**src/rtl/icache_line_adapter.sv**
```systemverilog
// Read-only line-fill adapter: one 256-bit icache fill becomes a 4-beat x 64-bit memory burst.
// Define ICACHE_LINE_ADAPTER_CRIT_WORD_EN for critical-word-first (wrap-order) bursts.
module icache_line_adapter #(
    parameter int LINE_WIDTH  = 256,
    parameter int BURST_WIDTH = 64,
    parameter int ADDR_WIDTH  = 32
) (
    input  logic                   clk,
    input  logic                   rst,
    input  logic                   line_read,
    input  logic [ADDR_WIDTH-1:0]  line_addr,
    output logic [LINE_WIDTH-1:0]  line_o,
    output logic                   line_resp,
    output logic                   burst_read,
    output logic [ADDR_WIDTH-1:0]  burst_addr,
    input  logic [BURST_WIDTH-1:0] burst_i,
    input  logic                   burst_resp
);

    localparam int BEATS    = LINE_WIDTH / BURST_WIDTH;
    localparam int CNT_W    = (BEATS > 1) ? $clog2(BEATS) : 1;
    localparam int LINE_LSB = $clog2(LINE_WIDTH / 8);
    localparam logic [CNT_W-1:0] LAST_BEAT = CNT_W'(BEATS - 1);

`ifdef ICACHE_LINE_ADAPTER_CRIT_WORD_EN
    localparam int WORD_LSB = $clog2(BURST_WIDTH / 8);
    // Keep the word index so memory starts the wrap at the critical word.
    localparam logic [ADDR_WIDTH-1:0] ALIGN_MASK = ~(ADDR_WIDTH'((1 << WORD_LSB) - 1));
`else
    localparam logic [ADDR_WIDTH-1:0] ALIGN_MASK = ~(ADDR_WIDTH'((1 << LINE_LSB) - 1));
`endif

    typedef enum logic [1:0] {
        IDLE,
        FILL,
        DONE
    } state_t;

    state_t           state;
    state_t           state_next;
    logic [CNT_W-1:0] cnt;
    logic [CNT_W-1:0] slot;
    logic             beat_take;

    always_ff @(posedge clk) begin
        // NOTE: non-blocking assignments so every register updates from pre-edge values.
        if (rst) begin
            state <= IDLE;
        end else begin
            state <= state_next;
        end
    end

    always_comb begin
        // NOTE: every output gets a default first, so no path can infer a latch.
        state_next = state;
        burst_read = 1'b0;
        line_resp  = 1'b0;
        beat_take  = 1'b0;
        case (state)
            IDLE: begin
                if (line_read) begin
                    state_next = FILL;
                end
            end
            FILL: begin
                burst_read = 1'b1;
                if (burst_resp) begin
                    beat_take = 1'b1;
                    if (cnt == LAST_BEAT) begin
                        state_next = DONE;
                    end
                end
            end
            DONE: begin
                line_resp  = 1'b1;
                state_next = IDLE;
            end
            default: begin
                state_next = IDLE;
            end
        endcase
    end

`ifdef ICACHE_LINE_ADAPTER_CRIT_WORD_EN
    // Wrap-around slot: the CNT_W-bit sum drops the carry on purpose.
    assign slot = burst_addr[LINE_LSB-1:WORD_LSB] + cnt;
`else
    assign slot = cnt;
`endif

    always_ff @(posedge clk) begin
        if (rst) begin
            // NOTE: line_o is cleared on reset so a discarded partial line is never visible.
            cnt        <= '0;
            burst_addr <= '0;
            line_o     <= '0;
        end else begin
            if (state == IDLE && line_read) begin
                burst_addr <= line_addr & ALIGN_MASK;
                cnt        <= '0;
            end
            if (beat_take) begin
                cnt <= cnt + CNT_W'(1);
                for (int b = 0; b < BEATS; b++) begin
                    if (slot == CNT_W'(b)) begin
                        line_o[b*BURST_WIDTH +: BURST_WIDTH] <= burst_i;
                    end
                end
            end
        end
    end

endmodule
```
**config.mk**
```make
export PLATFORM = sky130hd
export DESIGN_NAME = icache_line_adapter
export DESIGN_NICKNAME = d
export VERILOG_FILES = /design/src/rtl/icache_line_adapter.sv
export SDC_FILE = /design/constraint.sdc
export NUM_CORES = 1
export LEC_CHECK = 0
export CORE_MARGIN = 3
export CORE_UTILIZATION = 44
export DETAILED_ROUTE_END_ITERATION = 10
export PLACE_DENSITY = 0.88
export SETUP_SLACK_MARGIN = 0.5
export SYNTH_ARGS = -nofsm -noshare
export SYNTH_HDL_FRONTEND = slang
export SYNTH_SLANG_ARGS = --single-unit
```
**constraint.sdc**
```tcl
create_clock -name clk -period 1.58 [get_ports clk]
set_input_delay 0.395 -clock clk [delete_from_list [all_inputs] [get_ports clk]]
set_output_delay 0.395 -clock clk [all_outputs]
set_load 0.05 [all_outputs]
```
==> results.json, run 1 <==
{
  "initial_core_util_pct": 45.65,
  "yosysWarnings": 0,
  "clockRootBuffer": "clkbuf_16",
  "fp.dieH_microns": 157.9,
  "async_flop_share_pct": 0,
  "cts_buffers": 29,
  "track_usage_pct": 91.48,
  "die_x_microns": 157.9,
  "port-buffer-count": 379,
  "rows": 54,
  "error": "[ERROR GRT-0232] Routing congestion too high. Check the congestion heatmap in the GUI.",
  "io_pins": 390,
  "overflow": 914,
  "dp_slack_ps": -412.3,
  "yosys-top-cells-area": "dfxtp_1, nand2_1, a21oi_1, buf_6, buf_4",
  "cts_sinks": 287,
  "syn_inst": 1266,
  "clk_path_buf_depth": 3,
  "ys_seq_area_share_pct": 56.62,
  "avgSynthCellArea_sq_um": 8.015,
  "synth_area_sq_um": 10150,
  "hpwl_mm": 28.12,
  "h-tree-depth": 1,
  "gp_congestion": 0.8817,
  "worstEpCategory": "primary output",
  "netlist.area_leader.share_pct": 56.62,
  "ys_ff_latch": 287,
  "synth_cell_types": 19,
  "worst_endpoint": "line_resp",
  "ys.flop_type": "dfxtp_1",
  "lastStage": "global routing (5_1_grt)",
  "synth_top_area_cell": "dfxtp_1",
  "grt_max_degree": 64,
  "synth_edf_count": 0,
  "status": "aborted with a tool error"
}
-- per-layer routing --
metal	GRT overflow	global-route usage, %
met1	13	85.33
met2	555	108.0
met3	23	79.11
met4	321	100.9
met5	2	45.83
-- synthesized netlist by cell type, types with 4 or more instances --
cell	n
nand2_1	567
dfxtp_1	287
a21oi_1	285
clkbuf_1	33
buf_2	29
buf_4	21
buf_6	18
nand4b_1	5
and4b_1	4
ha_1	4
-- metrics by stage --
step | cells | area, sq um | hold WS, ps | TNS (ps)
after floorplan | 1270 | 10330 | 463.2 | 0
after global placement | 1862 | 17060 | 475.9 | -68080
after detailed placement | 1862 | 17060 | 482.6 | -83250
after CTS | 2058 | 20790 | 235.4 | -721.6
-- kinds of logic after synthesis --
group	share of synthesized area (%)
other	0.03696
adders and majority gates	0.4932
and+or+nand+nor	22.44
AOI/OAI and AO/OA	14.13
buffers and inverters	6.276
DFF	56.62
-- what timing repair did --
action | CTS
buffers inserted | 113
pin swaps | 50
resized for setup | 431
hold buffers | 0
endpoints found under the setup margin | 572
cloned | 30
==> inputs of run 2 (changes only) <==
--- a/config.mk
+++ b/config.mk
@@ -6,10 +6,9 @@
 export NUM_CORES = 1
 export LEC_CHECK = 0
 export CORE_MARGIN = 3
-export CORE_UTILIZATION = 44
+export CORE_UTILIZATION = 35
 export DETAILED_ROUTE_END_ITERATION = 10
-export PLACE_DENSITY = 0.88
-export SETUP_SLACK_MARGIN = 0.5
+export PLACE_DENSITY_LB_ADDON = 0.15
 export SYNTH_ARGS = -nofsm -noshare
 export SYNTH_HDL_FRONTEND = slang
 export SYNTH_SLANG_ARGS = --single-unit
==> run 2 against run 1 <==
Net effect:
- the flow now finishes, with violations (negative setup slack)
- area after synthesis did not move
- synthesized cell count is the same
==> results.json, run 2 <==
{
  "status": "finished with violations",
  "violations": "negative setup slack",
  "wl_met1_mm": 14.01,
  "final_antenna_net_count": 0,
  "synth_simple_gate_area_share_pct": 22.44,
  "cts_buffers": 31,
  "min_path_type": "input pin to register",
  "ys_ff_latch": 287,
  "reg2reg_to": "line_o[156]",
  "cts_tree": "built",
  "finalCriticalPeriod_ps": 1667,
  "multi_input_area_sq_um": 3804,
  "max-vdd-ir-drop_mv": 0.9391,
  "setup_viol": 2,
  "synth_area_sq_um": 10150,
  "cts_sinks": 287,
  "ff2ff_setup_slack_ps": 110,
  "yosys-top-cells-area": "dfxtp_1, nand2_1, a21oi_1, buf_6, buf_4",
  "grt_pass1_wl_mm": 55.43,
  "wirelength_mm": 36.61,
  "dp_slack_ps": -369.7,
  "largest_reg_flops": 256,
  "wl_met2_mm": 18.20,
  "yosysWarnings": 0,
  "period_share_pct": 105.5,
  "io_pins": 390,
  "r2r_start": "cnt[0]",
  "async_flop_share_pct": 0,
  "synth-xor-area-share_pct": 0,
  "grt_setup_unrepaired": "yes",
  "path_clk_slew_ps": 60,
  "crit_family": "flip-flops",
  "synth_top_family_by_area": "simple AND/OR/NAND/NOR gates",
  "synth_top_area_cell": "dfxtp_1",
  "initial_core_util_pct": 36.03,
  "fin_util_pct": 65.59,
  "fmax_ghz": 0.5999,
  "drc": 0,
  "die_x_microns": 176.3,
  "cts.hold.buffers_added": 0,
  "final_common_cell": "nand2_1",
  "crit_fanout": 6,
  "synth_compound_area_share_pct": 14.13,
  "path_buf_inv": 1,
  "ys.flop_type": "dfxtp_1",
  "finalMaxSlewViolations": 0,
  "synthAdderAreaFrac_pct": 0.4932,
  "fillers": 2214,
  "core_area_sq_um": 28160,
  "cp_cell_sequence": "nor2b_4 > buf_12",
  "drt_iter0_markers": 557,
  "syn_inst": 1266,
  "track_usage_pct": 22.52,
  "cellPowerDensity_nw_per_um2": 913.7,
  "rows": 61,
  "synth_cell_types": 19,
  "finalHoldViolCount": 0,
  "regMostFlops": "line_o",
  "final.setup.worst_slack_ps": -86.97,
  "vias_per_cell": 4.806,
  "h-tree-depth": 1,
  "clock_skew_ps": 16.05,
  "crit_path_start_kind": "register",
  "dr_wl_met3_mm": 3.346,
  "overflow": 0,
  "synth_edf_count": 0,
  "antenna_found_initial": 2,
  "drt_first_pass_iters": 4,
  "ys_seq_area_share_pct": 56.62,
  "yosys.cell_count.top_type": "nand2_1",
  "yosys-mux-area-fraction_pct": 0,
  "rr_worst_depth": 6,
  "top_layer_used": "met4",
  "crit_type": "register to primary output",
  "worstPathRequired_ps": 1180,
  "clk_path_buf_depth": 3,
  "port-buffer-count": 379,
  "whs_path_depth": 2,
  "die_area_sq_um": 31070,
  "areaGrowthSynthToFinish_pct": 82.03,
  "seqCellArea_sq_um": 5756,
  "cp-startpoint": "state[1]",
  "top_regs": "line_o x256, burst_addr x27",
  "drive_above_1_share_pct": 24.18,
  "grt_max_degree": 54,
  "crit_cells": 2,
  "cpMaxStageDelayCell": "dfxtp_4",
  "cap_violations": 0,
  "gp_congestion": 0.7819,
  "grt_pass1_vias": 9526,
  "wl_per_cell_microns": 18.00,
  "insertion_delay_ps": 560,
  "hpwl_mm": 25.45,
  "cpPeakStageDelay_ps": 390,
  "clockRootBuffer": "clkbuf_16",
  "vias": 9776,
  "avgSynthCellArea_sq_um": 8.015,
  "cp_data_arrival_time_ps": 1270,
  "final_nets": 1735,
  "cp-end-kind": "primary output",
  "synthTopCellsByCount": "nand2_1, dfxtp_1, a21oi_1",
  "fp.dieH_microns": 176.3,
  "power.leakage_nw": 6.681,
  "final_cell_mix": "nand2_1, buf_12, a21oi_1, dfxtp_1, clkdlybuf4s50_1",
  "crit_path_end": "line_resp",
  "netlist.area_leader.share_pct": 56.62
}
[run 2: per-stage QoR]
| stage | cell area (sq um) | hold WS, ps | cells | setup TNS [ps] | power, W |
|---|---|---|---|---|---|
| detailed placement | 17260 | 483.4 | 1965 | -80720 | 0.009524 |
| global placement | 17260 | 478.2 | 1965 | -75370 | 0.009507 |
| global route | 18470 | 275.8 | 2034 | -262.2 | 0.01742 |
| floorplan | 10170 | 480.7 | 1270 | 0 | 0.008448 |
| finish | 18470 | 279.8 | 2034 | -167.2 | 0.01688 |
| CTS | 18390 | 260.0 | 2027 | -220.8 | 0.01706 |
[run 2: how the worst min path moves through the flow]
| stage | start | to | slack [ps] |
|---|---|---|---|
| after floorplan | cnt[1] | cnt[1] | 480 |
| after global placement | burst_addr[22] | burst_addr[22] | 480 |
| after detailed placement | line_o[224] | line_o[224] | 480 |
| after CTS | rst | state[0] | 260 |
| after global routing | rst | state[0] | 280 |
| final | rst | burst_addr[23] | 280 |
[run 2: metal layers]
| layer | track usage [%] | up-vias |
|---|---|---|
| met5 | 0 | - |
| met4 | 6.565 | 0 |
| met3 | 7.720 | 65 |
| met2 | 39.37 | 350 |
| met1 | 26.09 | 4570 |
| li1 | - | 4791 |
[run 2: repair_timing]
item,in CTS,in global routing
gates cloned,0,2
buffers inserted,6,3
resized for setup,7,9
pin swaps,0,4
setup endpoints to repair,3,84
[run 2: power by group]
part | switching, W | internal [W] | total, W
Combinational | 0.00102 | 0.000858 | 0.00188
Clock | 0.00291 | 0.00459 | 0.00750
Sequential | 0.000132 | 0.00736 | 0.00750
[run 2: area by class of cell]
cell class / count / area share [%]
Timing Repair Buffer: 429 / 39.85
Inverter: 2 / 0.04064
Clock buffer: 43 / 4.877
Sequential cell: 287 / 31.16
Antenna cell: 2 / 0.02709
Clock inverter: 13 / 0.8941
Multi-Input combinational cell: 880 / 20.59
Tap cell: 378 / 2.560
[run 2: logic make-up after synthesis]
logic type	count (synthesis)
compound gates	286
fa+ha+maj	4
buf+inv	103
flops	287
other cells	1
simple gates	585
[run 2: worst register-to-register path, cell delays in order, from the launching register on]
cell,delay [ps]
dfxtp_2,340
inv_1,80
ha_1,170
and4b_2,370
buf_12,200
nand2_1,90
a21oi_1,150
Power figures use the tool's default switching activity.
